File: config.mk
export PLATFORM = sky130hd
export DESIGN_NAME = systolic_sequencer
export DESIGN_NICKNAME = d
export VERILOG_FILES = /design/src/rtl/sa_pkg.sv /design/src/rtl/systolic_sequencer.sv
export SDC_FILE = /design/constraint.sdc
export NUM_CORES = 1
export LEC_CHECK = 0
export ABC_AREA = 0
export CAP_MARGIN = 20
export CORE_UTILIZATION = 40
export DETAILED_ROUTE_END_ITERATION = 8
export PLACE_DENSITY = 0.66
export SLEW_MARGIN = 15
export SYNTH_ARGS = -nofsm -noshare
export SYNTH_HDL_FRONTEND = slang
export SYNTH_SLANG_ARGS = --single-unit
File: constraint.sdc
create_clock -name clk -period 4.2 [get_ports clk]
set_input_delay 0.42 -clock clk [delete_from_list [all_inputs] [get_ports clk]]
set_output_delay 0.42 -clock clk [all_outputs]
set_load 0.05 [all_outputs]
File: src/rtl/sa_pkg.sv
// Shared definitions for the 2x2 systolic array controller and its display decoder.
package sa_pkg;

   localparam int unsigned SA_DATA_W = 8;

   typedef enum logic [3:0] {
      ST_IDLE  = 4'd0,
      ST_CLEAR = 4'd1,
      ST_FEED0 = 4'd2,
      ST_FEED1 = 4'd3,
      ST_FEED2 = 4'd4,
      ST_DRAIN = 4'd5,
      ST_DONE  = 4'd6
   } seq_state_e;

endpackage

File: src/rtl/systolic_sequencer.sv
// Sequences one C = A x B on the 2x2 output-stationary PE array: clear, skewed
// operand feed, drain, done pulse. Free-run or single-step operation.
module systolic_sequencer
   import sa_pkg::*;
#(
   parameter int unsigned DATA_W       = SA_DATA_W,
   parameter int unsigned DRAIN_CYCLES = 1
) (
   input  logic              clk,
   input  logic              reset,
   input  logic              start,
   input  logic              step_mode,
   input  logic              step,
   input  logic [DATA_W-1:0] a11,
   input  logic [DATA_W-1:0] a12,
   input  logic [DATA_W-1:0] a21,
   input  logic [DATA_W-1:0] a22,
   input  logic [DATA_W-1:0] b11,
   input  logic [DATA_W-1:0] b12,
   input  logic [DATA_W-1:0] b21,
   input  logic [DATA_W-1:0] b22,
   output logic [DATA_W-1:0] row0_in,
   output logic [DATA_W-1:0] row1_in,
   output logic [DATA_W-1:0] col0_in,
   output logic [DATA_W-1:0] col1_in,
   output logic              pe_clr,
   output logic              pe_en,
   output logic              busy,
   output logic              done,
   output logic [3:0]        seq_state
);

   localparam logic [3:0] DRAIN_LOAD = 4'(DRAIN_CYCLES - 1);

   seq_state_e        state_q, state_d;
   logic [3:0]        drain_cnt_q, drain_cnt_d;
   logic [DATA_W-1:0] a_q [4];
   logic [DATA_W-1:0] a_d [4];
   logic [DATA_W-1:0] b_q [4];
   logic [DATA_W-1:0] b_d [4];
   logic [DATA_W-1:0] row0_q, row0_d, row1_q, row1_d;
   logic [DATA_W-1:0] col0_q, col0_d, col1_q, col1_d;
   logic              pe_clr_q, pe_clr_d, pe_en_q, pe_en_d;
   logic              busy_q, busy_d, done_q, done_d;
   logic              advance, pe_run;

   always_comb begin
      advance     = !step_mode || step;
      state_d     = state_q;
      drain_cnt_d = drain_cnt_q;
      a_d         = a_q;
      b_d         = b_q;

      case (state_q)
         ST_IDLE: begin
            if (start && advance) begin
               state_d = ST_CLEAR;
               a_d     = '{a11, a12, a21, a22};
               b_d     = '{b11, b12, b21, b22};
            end
         end
         ST_CLEAR: if (advance) state_d = ST_FEED0;
         ST_FEED0: if (advance) state_d = ST_FEED1;
         ST_FEED1: if (advance) state_d = ST_FEED2;
         ST_FEED2: begin
            if (advance) begin
               state_d     = ST_DRAIN;
               drain_cnt_d = DRAIN_LOAD;
            end
         end
         ST_DRAIN: begin
            if (advance) begin
               if (drain_cnt_q == 4'd0) state_d = ST_DONE;
               else                     drain_cnt_d = drain_cnt_q - 4'd1;
            end
         end
         default: state_d = ST_IDLE;
      endcase

      // Outputs are decoded from the next state so they register alongside it.
      // Array order: [0]=x11 [1]=x12 [2]=x21 [3]=x22.
      row0_d   = '0;
      row1_d   = '0;
      col0_d   = '0;
      col1_d   = '0;
      pe_clr_d = 1'b0;
      pe_run   = 1'b0;
      done_d   = 1'b0;
      case (state_d)
         ST_CLEAR: pe_clr_d = 1'b1;
         ST_FEED0: begin
            pe_run = 1'b1;
            row0_d = a_d[0];
            col0_d = b_d[0];
         end
         ST_FEED1: begin
            pe_run = 1'b1;
            row0_d = a_d[1];
            row1_d = a_d[2];
            col0_d = b_d[2];
            col1_d = b_d[1];
         end
         ST_FEED2: begin
            pe_run = 1'b1;
            row1_d = a_d[3];
            col1_d = b_d[3];
         end
         ST_DRAIN: pe_run = 1'b1;
         ST_DONE:  done_d = 1'b1;
         default: ;
      endcase

      // Enable only for the cycle following an advance, so each step
      // accumulates exactly once; in free-run advance is always true.
      pe_en_d = pe_run && advance;
      busy_d  = (state_d != ST_IDLE);
   end

   always_ff @(posedge clk or posedge reset) begin
      if (reset) begin
         state_q     <= ST_IDLE;
         drain_cnt_q <= '0;
         a_q         <= '{default: '0};
         b_q         <= '{default: '0};
         row0_q      <= '0;
         row1_q      <= '0;
         col0_q      <= '0;
         col1_q      <= '0;
         pe_clr_q    <= 1'b0;
         pe_en_q     <= 1'b0;
         busy_q      <= 1'b0;
         done_q      <= 1'b0;
      end else begin
         state_q     <= state_d;
         drain_cnt_q <= drain_cnt_d;
         a_q         <= a_d;
         b_q         <= b_d;
         row0_q      <= row0_d;
         row1_q      <= row1_d;
         col0_q      <= col0_d;
         col1_q      <= col1_d;
         pe_clr_q    <= pe_clr_d;
         pe_en_q     <= pe_en_d;
         busy_q      <= busy_d;
         done_q      <= done_d;
      end
   end

   assign row0_in   = row0_q;
   assign row1_in   = row1_q;
   assign col0_in   = col0_q;
   assign col1_in   = col1_q;
   assign pe_clr    = pe_clr_q;
   assign pe_en     = pe_en_q;
   assign busy      = busy_q;
   assign done      = done_q;
   assign seq_state = state_q;

endmodule

==> results of run 1 <==
## synthesized netlist by cell type (2+ instances only)
master and count:
a21oi_1 5, a22o_1 2, and4_1 15, buf_1 3
buf_2 7, buf_4 4, clkbuf_1 13, dfrtp_1 108
ha_1 2, inv_1 56, mux2_2 2, mux2i_1 48
nand2_1 4, nand2b_1 5, nand3_1 2, nor2_1 5
o2111ai_1 2, o211ai_1 17, o21ai_0 3, o31a_1 15
o31ai_1 2, o32ai_1 17, o41ai_1 4, o41ai_2 11
or2_2 17, or4_1 2
## worst max-delay path: cells and delay by family (launching register included)
family                 cells  cell delay (ns)
buffers and inverters      1             0.56
multiplexers               1             0.36
AND/OR/NAND/NOR            2             1.12
AO/OA/AOI/OAI              1             0.13
flip-flops                 1             0.56
## final timing paths
| check | endpoint | slack, ns |
|---|---|---|
| hold reg to reg | a_q[17] | 0.48 |
| min in group clk | a_q[17] | 0.48 |
| setup / recovery | col0_in[2] | 1.25 |
| hold / removal | col0_in[3] | 0.43 |
| setup reg to reg | col0_in[2] | 1.25 |
| max in group asynchronous | a_q[9] | 2.85 |
## stage by stage
step	setup slack [ns]	power [mW]	hold WS [ns]	area, um2	util
after global routing	1.09	3.89	0.464	6300	0.547
after detailed placement	1.06	2.86	0.465	6000	0.521
after floorplan	0.934	2.45	0.446	4760	-
after global placement	1.14	2.81	0.458	6000	0.521
after CTS	1.25	3.69	0.441	6300	0.547
final	1.25	3.65	0.431	6300	0.547
## cells in the final DEF, fill, tap and decap left out, drive strengths merged, types with 2 or more instances in the layout
master | synthesis | routed
buf | 15 | 14
o211ai | 17 | 17
ha | 2 | 2
dfrtp | 108 | 108
clkinv | 0 | 3
clkdlybuf4s50 | 0 | 108
nor2 | 5 | 5
o31a | 15 | 15
o41ai | 15 | 15
nand2 | 4 | 4
inv | 56 | 57
clkbuf | 13 | 12
a21oi | 5 | 5
mux2 | 2 | 2
or4 | 2 | 2
o31ai | 2 | 2
nand2b | 5 | 5
o21ai | 4 | 4
or2 | 17 | 17
o32ai | 17 | 17
mux2i | 48 | 48
and4 | 15 | 15
o2111ai | 2 | 2
nor3 | 2 | 2
nand3 | 2 | 2
a22o | 2 | 2
## layer usage
layer  global-route usage  part of all wire
met5                    0                 0
met4               0.0523             0.014
met3               0.0317             0.040
met2                0.305              0.48
met1                0.252              0.47
## logic make-up (layout without fill, tap and decap cells)
logic type / count (synthesis) / in the layout
flops: 108 / 108
compound gates: 84 / 84
buf+inv: 84 / 194
simple gates: 59 / 59
mux: 50 / 50
fa+ha+maj: 2 / 2
other cells: 1 / 1
xor+xnor: 1 / 1
## area by class of cell
type,instances,area (um2)
clock buffer,12,267
clock inverter,4,31.3
fill,1008,5220
inverter,56,213
multi-input combinational,197,1720
sequential,108,2700
tap,143,179
timing repair buffer,122,1190
## power by group through the flow
stage               logic, mW  clock network (mW)  registers, mW
floorplan               0.714                   0           1.74
detailed placement       1.29                   0           1.57
global route             1.41               0.885           1.59
global placement         1.25                   0           1.57
CTS                      1.29               0.841           1.56
finish                   1.28               0.819           1.56
## sequential cells by signal (all words and copies together), names as in the netlist
register / count
pe_en: 1
pe_clr: 1
b_q: 32
row0_in: 8
row1_in: 8
seq_state: 4
a_q: 32
drain_cnt_q: 4
done: 1
col1_in: 8
busy: 1
col0_in: 8
==> results_dict.tcl, run 1 <==
set metrics [dict create \
    outcome "finished with violations" \
    failed_checks "DRC" \
    nets 565 \
    clockPowerShare 0.224 \
    worstHoldPathType "in -> async" \
    p_per_area_mw_per_mm2 580 \
    p_seq_frac 0.426 \
    area_delta_synth_final_pct 32.4 \
    fin_worst_skew_ns 0.00719 \
    drt-vias-per-instance 5.27 \
    grt_pass1_vias 3541 \
    synth_edf_count 0 \
    p_leak_nw 2.80 \
    synthTopCellsByArea "dfrtp_1, mux2i_1, inv_1" \
    path_max_fanout 39 \
    post-cts-setup-buffers 0 \
    antenna_left 0 \
    required_ns 4.37 \
    crit_slowest_cell "or4b_1" \
    cts_tree "yes" \
    reg2regPathDepth 5 \
    swShare 0.349 \
    yosysTopAreaCell "dfrtp_1" \
    synthCells 389 \
    gp_congestion 0.748 \
    critical_path.startpoint "seq_state[0]" \
    synth_top_family_by_area "compound AO/OA/AOI/OAI gates" \
    grt_first_pass_wirelength_mm 18.1 \
    maxSlewViolCount 0 \
    synthAdderAreaFrac 0.00526 \
    drtIter0Drc 139 \
    cts_made_buffers 9 \
    core_mm2 0.0115 \
    wire_per_inst_um 16.8 \
    portBuffers 108 \
    drive_gt1_frac 0.132 \
    power.switching_mw 1.27 \
    synth_mux_area_frac 0.106 \
    post_cts_resized 0 \
    critPathCaptureType "flip-flop" \
    path_clk_slew_ns 0.07 \
    setup_viol_count_final 0 \
    period_share 0.701 \
    path_cells "or4b_1, nor3_4, buf_4, mux2i_1, o32ai_1" \
    ys_types 44 \
    antenna_found_initial 0 \
    place_inst 626 \
    fp.dieW_um 111 \
    irDropWorstVdd_mv 0.303 \
    pin_count 109 \
    rr_startpoint "seq_state[0]" \
    path_class "reg -> reg" \
    htreeDepth 3 \
    synth_compound_area_frac 0.160 \
    period_minus_slack_ns 2.95 \
    via_count 3382 \
    grt_usage 0.185 \
    seq_area_frac_synth 0.568 \
    synth_nets 460 \
    cts_sinks 108 \
    yosys_warnings 0 \
    wirelength_mm 10.8 \
    max_slew_margin 0.379 \
    drc 18 \
    root_buffer "clkbuf_16" \
    maxCapViolCount 0 \
    die_h_um 111 \
    layout.cells.non_filler 642 \
    diodes 0 \
    dr.pass1.iters 6 \
    syn_area_mm2 0.00476 \
    tightest_slew_ns 0.929 \
    clock_latency_ns 0.33 \
    synthXorXnorAreaFrac 0.00184 \
    ys_async_sr_fraction 1.00 \
    finalHoldViolations 0 \
    critPathMaxStageDelay_ns 0.89 \
    rsz0062_at_grt "no" \
    row_count 39 \
    grt_overflow 0 \
    p_int_mw 2.38 \
    fmax_mhz 340 \
    syn_area_per_cell_um2 12.2 \
    start_util 0.413 \
    start_kind "flip-flop" \
    combPwrFrac 0.350 \
    synth_top_area_share 0.568 \
    grt_max_degree 46 \
    tns_ns 0 \
    clk_path_buf_depth 2 \
    die-area_mm2 0.0123 \
    cts_hold_buffers 0 \
    ys.flop_type "dfrtp_1" \
    hpwl_mm 7.30 \
    ys_seq_elements 108 \
    synth-simple-area-share 0.0852 \
    arrival_ns 3.12 \
]
No activity file was read; power rests on OpenSTA's default activity.
==> run 2: changes to the inputs <==
- clock period: 4.2 -> 2.9 ns (I/O delays scaled with it)
==> run 2 against run 1 <==
Effect of this change: final cell count up 1.1%; clock power is 44% higher; flip-flop and latch count stayed put; the run still ends with DRC left; via count grew 0.68%; critical path type unchanged; non-clock buffer count up 7; largest power group unchanged; register-to-register slack got worse by 0.52 ns; global-route usage up 0.75 points.
==> results_dict.tcl, run 2 (synthesized netlist as in run 1, its figures left out) <==
set metrics [dict create \
    drt-vias-per-instance 5.25 \
    grt_pass1_vias 3506 \
    maxSlewViolCount 0 \
    p_total_mw 5.32 \
    outcome "finished with violations" \
    tns_ns 0 \
    rsz0062_at_grt "no" \
    path_max_fanout 27 \
    seqCellArea_mm2 0.00270 \
    drtIter0Drc 227 \
    p_int_mw 3.41 \
    fmax_mhz 462 \
    grt_max_degree 57 \
    multi_input_area_mm2 0.00172 \
    worstHoldPathType "in -> async" \
    core_mm2 0.0115 \
    period_minus_slack_ns 2.16 \
    combPwrFrac 0.359 \
    clock_latency_ns 0.35 \
    gp_congestion 0.742 \
    critPathCaptureType "flip-flop" \
    tightest_slew_ns 0.670 \
    root_buffer "clkbuf_16" \
    htreeDepth 3 \
    area_delta_synth_final_pct 33.8 \
    drc 11 \
    grt_usage 0.193 \
    reg2regPathDepth 5 \
    swShare 0.359 \
    wire_per_inst_um 17.0 \
    holdWs_ns 0.201 \
    layout.cells.non_filler 649 \
    max_slew_margin 0.552 \
    row_count 39 \
    wirelength_mm 11.0 \
    antenna_left 0 \
    crit_slowest_cell "inv_1" \
    mostFrequentLayoutCells "dfrtp_1, clkdlybuf4s50_1, inv_1" \
    arrival_ns 2.38 \
    post-cts-setup-buffers 0 \
    fill_cells 973 \
    clk_path_buf_depth 2 \
    start_util 0.413 \
    p_leak_nw 2.82 \
    required_ns 3.12 \
    fin_worst_skew_ns 0.00520 \
    post_cts_resized 0 \
    finalHoldViolations 0 \
    grt_first_pass_wirelength_mm 18.3 \
    maxCapViolCount 0 \
    start_kind "flip-flop" \
    irDropWorstVdd_mv 0.432 \
    cts_hold_buffers 0 \
    nets 572 \
    power.switching_mw 1.91 \
    path_clk_slew_ns 0.07 \
    cts_made_buffers 9 \
    place_inst 633 \
    pin_count 109 \
    die-area_mm2 0.0123 \
    failed_checks "DRC" \
    cts_sinks 108 \
    design_area_mm2 0.00637 \
    reg.largest.list "a_q x32, b_q x32" \
    portBuffers 108 \
    dr.pass1.iters 7 \
    diodes 0 \
    path_cells "inv_1, o221ai_1, o211ai_1, buf_4, o32ai_1" \
    setup_viol_count_final 0 \
    drive_gt1_frac 0.144 \
    via_count 3405 \
    clockPowerShare 0.221 \
    path_class "reg -> reg" \
    hpwl_mm 7.41 \
    p_per_area_mw_per_mm2 835 \
    die_h_um 111 \
    p_seq_frac 0.420 \
    critPathMaxStageDelay_ns 0.45 \
    grt_overflow 0 \
    cts_tree "yes" \
    antenna_found_initial 0 \
    period_share 0.746 \
    placed_area_mm2 0.00608 \
    fp.dieW_um 111 \
]
==> run 2: cell count changes in the layout (fill, tap and decap cells not counted), sizes merged <==
cell,previous run,this run
buf,14,21
clkbuf,12,9
clkinv,3,1
clkinvlp,0,5
==> run 2: per-layer routing <==
| layer | routed length, um | GRT usage |
|---|---|---|
| met1 | 4900 | 0.270 |
| met2 | 5240 | 0.290 |
| met3 | 689 | 0.0454 |
| met4 | 194 | 0.0739 |
| met5 | 0 | 0 |
==> run 2: final timing paths <==
kind	start	to	slack (ns)
setup reg to reg	seq_state[3]	row0_in[0]	0.74
max in group asynchronous	reset	col1_in[1]	1.88
hold reg to reg	b_q[25]	b_q[25]	0.48
min in group clk	b_q[25]	b_q[25]	0.48
hold / removal	reset	b_q[14]	0.20
setup / recovery	seq_state[3]	row0_in[0]	0.74
==> run 2: through the flow <==
| stage | setup WS [ns] | utilization |
|---|---|---|
| after global placement | 0.554 | 0.528 |
| final | 0.735 | 0.553 |
| after detailed placement | 0.493 | 0.528 |
| after global routing | 0.591 | 0.553 |
| after CTS | 0.730 | 0.553 |
| after floorplan | 0.459 | - |
==> run 2: critical path, delay by kind of cell (launching register included) <==
family          cells  cell delay (ns)
compound gates      3             0.75
flops               1             0.41
buf+inv             2             0.88
==> run 2: power groups by stage <==
stage	combinational [mW]	sequential [mW]	clock (mW)
after CTS	1.93	2.24	1.20
after floorplan	1.03	2.52	0
after detailed placement	1.92	2.26	0
after global routing	2.09	2.29	1.27
after global placement	1.86	2.25	0
final	1.91	2.23	1.18
==> run 2: area by class of cell <==
cell class	instances	share of cell area
Sequential cell	108	0.425
Multi-Input combinational cell	197	0.270
Timing Repair Buffer	129	0.199
Clock buffer	9	0.0354
Inverter	56	0.0336
Tap cell	143	0.0281
Clock inverter	7	0.00963
==> run 3: changes to the inputs <==
- clock period: 2.9 -> 2.2 ns (I/O delays scaled with it)
==> run 3 against run 2 <==
Effect of this change: flip-flop and latch count is the same; the run still ends with DRC left; count of clock-buffer cells in the layout unchanged; sequential share of layout area shrank 1.0 points; critical path type unchanged; via count is 3.1% higher; non-clock buffer count grew 9.
==> results_dict.tcl, run 3 (synthesized netlist as in run 1, its figures left out) <==
set metrics [dict create \
    grt_use_met1 0.258 \
    core_mm2 0.0115 \
    period_share 0.930 \
    grt_usage 0.188 \
    diodes 0 \
    global_route.usage.met3 0.0279 \
    cts_hold_buffers 0 \
    clock_latency_ns 0.35 \
    wirelength_mm 11.2 \
    mostFrequentLayoutCells "dfrtp_1, clkdlybuf4s50_1, inv_1" \
    cts_sinks 108 \
    use_met2 0.300 \
    hpwl_mm 7.74 \
    die_h_um 111 \
    root_buffer "clkbuf_16" \
    grt_pass1_vias 3514 \
    drive_gt1_frac 0.165 \
    maxSlewViolCount 0 \
    clk_path_buf_depth 2 \
    tns_ns 0 \
    worstHoldPathType "in -> async" \
    path_class "reg -> reg" \
    critPathMaxStageDelay_ns 0.56 \
    grt_max_degree 51 \
    path_cells "or4b_1, nor3_4, buf_12, mux2i_1, o32ai_1" \
    antenna_left 0 \
    path_clk_slew_ns 0.07 \
    crit_buf_inv 1 \
    drt-vias-per-instance 5.34 \
    grt_first_pass_wirelength_mm 18.0 \
    finalHoldViolations 0 \
    area_delta_synth_final_pct 37.3 \
    portBuffers 108 \
    fin_ws_ns 0.154 \
    pin_count 109 \
    wire_per_inst_um 17.0 \
    drtIter0Drc 189 \
    fp.dieW_um 111 \
    antenna_found_initial 0 \
    max_slew_margin 0.593 \
    fin_util 0.567 \
    path_max_fanout 30 \
    setup_viol_count_final 0 \
    start_kind "flip-flop" \
    tightest_slew_ns 0.610 \
    p_per_area_mw_per_mm2 1110 \
    via_count 3512 \
    crit_slowest_cell "or4b_1" \
    failed_checks "DRC" \
    crit_family "simple AND/OR/NAND/NOR gates" \
    fin_worst_skew_ns 0.00617 \
    maxCapViolCount 0 \
    grt_overflow 0 \
    reg2regPathDepth 5 \
    p_leak_nw 2.91 \
    dr.pass1.iters 7 \
    htreeDepth 3 \
    irDropWorstVdd_mv 0.393 \
    drc 14 \
    required_ns 2.42 \
    nets 581 \
    r2r_end "col0_in[7]" \
    rr_startpoint "seq_state[1]" \
    rsz0062_at_grt "no" \
    layout.cells.non_filler 658 \
    holdWs_ns 0.299 \
    critPathCaptureType "flip-flop" \
    grt-busiest-layer "met2" \
    design_area_mm2 0.00653 \
    dp_slack_ns -0.0992 \
    cts_made_buffers 9 \
    die-area_mm2 0.0123 \
    period_minus_slack_ns 2.05 \
    outcome "finished with violations" \
    post-cts-setup-buffers 0 \
    fmax_mhz 489 \
    row_count 39 \
    placed_area_mm2 0.00621 \
    reg.largest.list "a_q x32, b_q x32" \
    p_total_mw 7.26 \
    place_inst 642 \
    arrival_ns 2.27 \
    start_util 0.413 \
    gp_congestion 0.757 \
    ff2ff_setup_slack_ns 0.15 \
    cts_tree "yes" \
]
==> run 3: cell count changes in the layout (fill, tap and decap cells not counted) <==
cell / previous run / this run
inv_8: 2 / 0
clkinv_2: 0 / 3
buf_12: 2 / 7
dfrtp_2: 0 / 1
clkinvlp_4: 5 / 2
clkdlybuf4s50_1: 108 / 107
bufinv_16: 0 / 2
buf_4: 19 / 24
nor3b_1: 1 / 0
dfrtp_1: 108 / 107
nor3b_2: 0 / 1
==> run 3: how the worst max path moves through the flow <==
stage | from | depth (start not counted) | endpoint | slack [ns]
after detailed placement | start | 6 | row0_in[7] | -0.1
final | seq_state[1] | 5 | col0_in[7] | 0.15
after CTS | drain_cnt_q[1] | 7 | row1_in[0] | 0.02
after global routing | drain_cnt_q[0] | 7 | row1_in[1] | 0.03
after global placement | start | 6 | col1_in[5] | -0.009
after floorplan | seq_state[1] | 8 | row0_in[7] | -0.07
==> run 3: power breakdown <==
group | leakage [nW] | internal, mW | switching, mW
registers | 1.35 | 2.70 | 0.235
clock network | 0.155 | 0.993 | 0.717
logic | 1.40 | 1.07 | 1.55
total | 2.91 | 4.76 | 2.50
==> run 3: worst reg2reg max path: stages (launching register included) <==
cell	delay [ns]
dfrtp_2	0.40
or4b_1	0.56
nor3_4	0.24
buf_12	0.27
mux2i_1	0.33
o32ai_1	0.11
==> run 3: layout make-up <==
| class | count | area (um2) |
|---|---|---|
| flip-flops and latches | 108 | 2700 |
| clock buffers | 9 | 225 |
| fillers | 986 | 4990 |
| well taps | 143 | 179 |
| repair buffers | 138 | 1390 |
| clock inverters | 7 | 91.3 |
| inverters | 56 | 214 |
| multi-input cells | 197 | 1730 |
==> run 3: repair_timing <==
action                     4_1_cts  5_1_grt
gates resized for setup          0        1
hold endpoints to repair         0        0
setup endpoints to repair        0       23
==> run 3: per-layer routing <==
metal / share of wire / up-vias / wire length, um
li1: - / 1640 / -
met5: 0 / - / 0
met4: 0.014 / 0 / 161
met2: 0.47 / 108 / 5310
met3: 0.048 / 11 / 542
met1: 0.46 / 1753 / 5180
==> edit 1, RTL diff (config.mk and constraints of run 3) <==
The output `busy` loses its register stage (`busy_q` becomes a continuous assignment).
--- a/src/rtl/systolic_sequencer.sv
+++ b/src/rtl/systolic_sequencer.sv
@@ -128,7 +128,6 @@
          col1_q      <= '0;
          pe_clr_q    <= 1'b0;
          pe_en_q     <= 1'b0;
-         busy_q      <= 1'b0;
          done_q      <= 1'b0;
       end else begin
          state_q     <= state_d;
@@ -141,10 +140,11 @@
          col1_q      <= col1_d;
          pe_clr_q    <= pe_clr_d;
          pe_en_q     <= pe_en_d;
-         busy_q      <= busy_d;
          done_q      <= done_d;
       end
    end
+
+   assign busy_q = busy_d;
 
    assign row0_in   = row0_q;
    assign row1_in   = row1_q;
Check against the original RTL: not equivalent (Yosys sat finds a counterexample within 4 cycles, from zero or initial values and one cycle with reset high).
==> edit 1 against run 3 <==
  * Setup slack worse by 0.075 ns
  * Final cell count down 14%
  * Sequential cell count down 1
  * Area after synthesis down 10%
  * Sequential share of layout area increased by 4.7 points
  * Design area is 11% lower
  * Sequential power shrank 13%
  * Clock power decreased by 35%
  * Total power is 31% lower
  * Synthesized cell count fell by 20%
  * Worst hold slack lost 0.071 ns
  * Wire length shrank 20%
  * First-iteration DRC count decreased by 43%
==> edit 1: results <==
metrics = {
    "placed_design": {
        "placed_cell_area_um2": 5630,
        "dp_slack_ns": -0.0791,
        "dp_hpwl_um": 6150,
    },
    "synth": {
        "synthCells": 310,
        "synth_cell_types": 37,
        "synthTopCellsByArea": "dfrtp_1 (63%), mux2_2 (9.8%), mux2i_1 (5.6%)",
    },
    "drt": {
        "wl_per_cell_um": 15.6,
        "drtIter0Drc": 108,
        "dr.pass1.iters": 4,
        "drc": 0,
        "wl_met1_um": 3850,
        "met2_length_um": 4180,
        "wl_met3_um": 726,
    },
    "outcome": {
        "status": "completed",
    },
    "cells_and_area": {
        "fin_nets": 499,
        "drive_above_1_share": 0.185,
    },
    "power": {
        "p_leak_uw": 0.00249,
        "swShare": 0.305,
        "ir_drop_uv": 406,
    },
    "critical_path": {
        "startpoint_type": "primary input",
        "worstPathMaxFanout": 6,
    },
    "sta": {
        "relSlewSlack": 0.508,
        "fin_worst_skew_ns": 0.0170,
    },
    "global_routing": {
        "grt_pass1_wl_um": 15100,
        "grt_max_degree": 42,
        "grt_usage": 0.174,
        "grt_pass1_vias": 3035,
    },
    "cts": {
        "clock_latency_ns": 0.37,
        "cts_root_buf": "clkbuf_8",
        "clk_pin_slew_ns": 0.10,
    },
}
-- edit 1: cell count changes in the layout (fill, tap and decap cells not counted), sizes merged, moves of 17 or more --
cell,run 3,this run
a32o,0,17
inv,55,32
mux2,2,40
mux2i,48,24
o211ai,17,0
-- edit 1: worst max-delay path: stages --
cell and delay, ns:
clkdlybuf4s50_1 0.47, nor2b_1 0.46, xnor2_1 0.24, nand2_1 0.18, a21oi_4 0.18, buf_12 0.15
-- edit 1: final cells by class --
type,instances,area (um2)
Fill cell,853,4510
Sequential cell,107,2680
Tap cell,136,170
Multi-Input combinational cell,154,1380
Timing Repair Buffer,126,1280
Clock buffer,10,128
Clock inverter,6,57.6
Inverter,30,116
-- edit 1: per-stage QoR --
step | setup TNS [ns] | total power, uW
floorplan | -0.748 | 3500
global placement | -0.706 | 3900
finish | 0 | 5020
CTS | 0 | 5100
detailed placement | -1.26 | 3960
global route | 0 | 5350
-- edit 1: logic make-up after synthesis --
family	count (synthesis)	share of synthesized area
other	1	0.000878
AOI/OAI and AO/OA	53	0.100
muxes	64	0.162
and+or+nand+nor	33	0.0428
xor gates and xnor gates	1	0.00205
adders and majority gates	2	0.00586
DFF	107	0.627
buffers and inverters	49	0.0595
-- edit 1: worst paths after layout --
path	from	to	slack, ns
worst max-delay path	step_mode	busy	0.08
worst min-delay path	reset	row1_in[5]	0.23
worst min register to register	a_q[25]	a_q[25]	0.49
min in group clk	b11[3]	b_q[27]	0.46
worst max register to register	seq_state[1]	col1_in[5]	0.13
max in group asynchronous	reset	row1_in[7]	1.41
-- edit 1: power groups by stage --
stage	Sequential (uW)	Clock, uW	Combinational, uW
5_1_grt	2600	1260	1490
4_1_cts	2550	1180	1370
3_5_place_dp	2590	0	1370
3_3_place_gp	2570	0	1320
6_report	2550	1120	1350
2_1_floorplan	2720	0	776
-- edit 1: per-layer routing --
layer	track usage	vias up
met1	0.224	1396
met3	0.0588	11
met2	0.275	88
li1	-	1330
met5	0	-
met4	0.0614	0
==> edit 2, RTL diff (settings of run 3) <==
Without the edit above. Change the package constant `SA_DATA_W` from 8 to 10.
--- a/src/rtl/sa_pkg.sv
+++ b/src/rtl/sa_pkg.sv
@@ -1,7 +1,7 @@
 // Shared definitions for the 2x2 systolic array controller and its display decoder.
 package sa_pkg;
 
-   localparam int unsigned SA_DATA_W = 8;
+   localparam int unsigned SA_DATA_W = 10;
 
    typedef enum logic [3:0] {
       ST_IDLE  = 4'd0,
Ports: changed (12 resized); port bits go from 109 to 133. The function was not compared with the original's and may differ.
==> edit 2 against run 3 <==
  * Count of clock-buffer cells in the layout grew 8
  * Setup slack lost 0.037 ns
  * Wire length grew 8.5%
  * Design area grew 19%
  * Utilization grew 4.0 points
  * First-iteration DRC count grew 12%
  * Global-route usage grew 0.41 points
  * Total power grew 3.8%
  * Sequential cell count grew 24
  * Die area grew 11%
  * Synthesized cell count grew 7.5%
  * Area after synthesis grew 12%
  * Largest power group is now the clock network
==> edit 2: results <==
metrics = {
    "drt": {
        "drtIter0Drc": 212,
        "routed_via_density": 4.86,
        "wl_per_cell_um": 16.0,
        "dr.pass1.iters": 5,
    },
    "critical_path": {
        "reg2reg_to": "col0_in[5]",
        "r2r_start": "seq_state[0]",
        "max_stage_delay_ns": 0.54,
        "reg2reg_slack_ns": 0.12,
        "crit_arrival_ns": 2.36,
        "reg2reg_depth": 6,
    },
    "synth": {
        "synth_cell_types": 38,
        "synth_commonest_cells": "dfrtp_1 (132), inv_1 (85), mux2i_1 (80)",
        "ys_seq_area_frac": 0.623,
        "mappedNetlistNets": 505,
        "synth_xor_area_frac": 0.00165,
        "synthTopCellsByArea": "dfrtp_1 (62%), mux2i_1 (15%), o32ai_1 (6.3%)",
        "synthCells": 418,
        "synth_adder_area_share": 0.00472,
    },
    "sta": {
        "hold_ws_ns": 0.293,
        "relSlewSlack": 0.629,
        "fin_crit_ns": 2.08,
        "fin_worst_skew_ns": 0.00612,
    },
    "placed_design": {
        "dp_slack_ns": -0.156,
        "dp_hpwl_um": 8270,
        "placed_cell_area_um2": 7090,
        "dp.cells": 724,
        "place.gp.congestion": 0.805,
    },
    "power": {
        "p_comb_uw": 1370,
        "p_leak_uw": 0.00353,
        "internal_power_uw": 5600,
        "p_sw_uw": 1940,
        "ir_drop_uv": 501,
    },
    "cells_and_area": {
        "fin_nets": 658,
        "drive_above_1_share": 0.118,
        "finalNonFillerCells": 757,
        "fillers": 992,
    },
    "global_routing": {
        "grt_max_degree": 102,
        "grt_pass1_wl_um": 19400,
        "antenna_found_initial": 1,
        "grt_usage": 0.192,
    },
    "outcome": {
        "status": "completed",
    },
    "cts": {
        "htree_num_levels": 4,
        "clock_latency_ns": 0.41,
        "cts-resized-gates": 0,
        "post-cts-setup-buffers": 0,
        "clk_pin_slew_ns": 0.06,
        "cts-buffers-inserted": 17,
    },
}
[edit 2: cell count changes in the layout (fill, tap and decap cells not counted), sizes merged, moves of 17 or more]
| cell | before | now |
|---|---|---|
| clkdlybuf4s50 | 107 | 132 |
| dfrtp | 108 | 132 |
| inv | 55 | 85 |
| mux2i | 48 | 80 |
| o211ai | 17 | 0 |
| o32ai | 17 | 40 |
| or2 | 17 | 0 |
[edit 2: per-layer routing]
layer | routed length, um | track usage | up-vias
met2 | 5960 | 0.316 | 104
met1 | 5370 | 0.238 | 1829
li1 | - | - | 1730
met3 | 626 | 0.0551 | 15
met5 | 0 | 0 | -
met4 | 180 | 0.0810 | 0
[edit 2: layout make-up]
type	count	area, um2	share of cell area
flip-flops and latches	132	3300	0.426
diodes	1	2.50	0.000323
well taps	172	215	0.0277
clock buffers	17	425	0.0548
inverters	85	323	0.0416
clock inverters	15	235	0.0303
multi-input cells	176	1570	0.202
repair buffers	159	1690	0.217
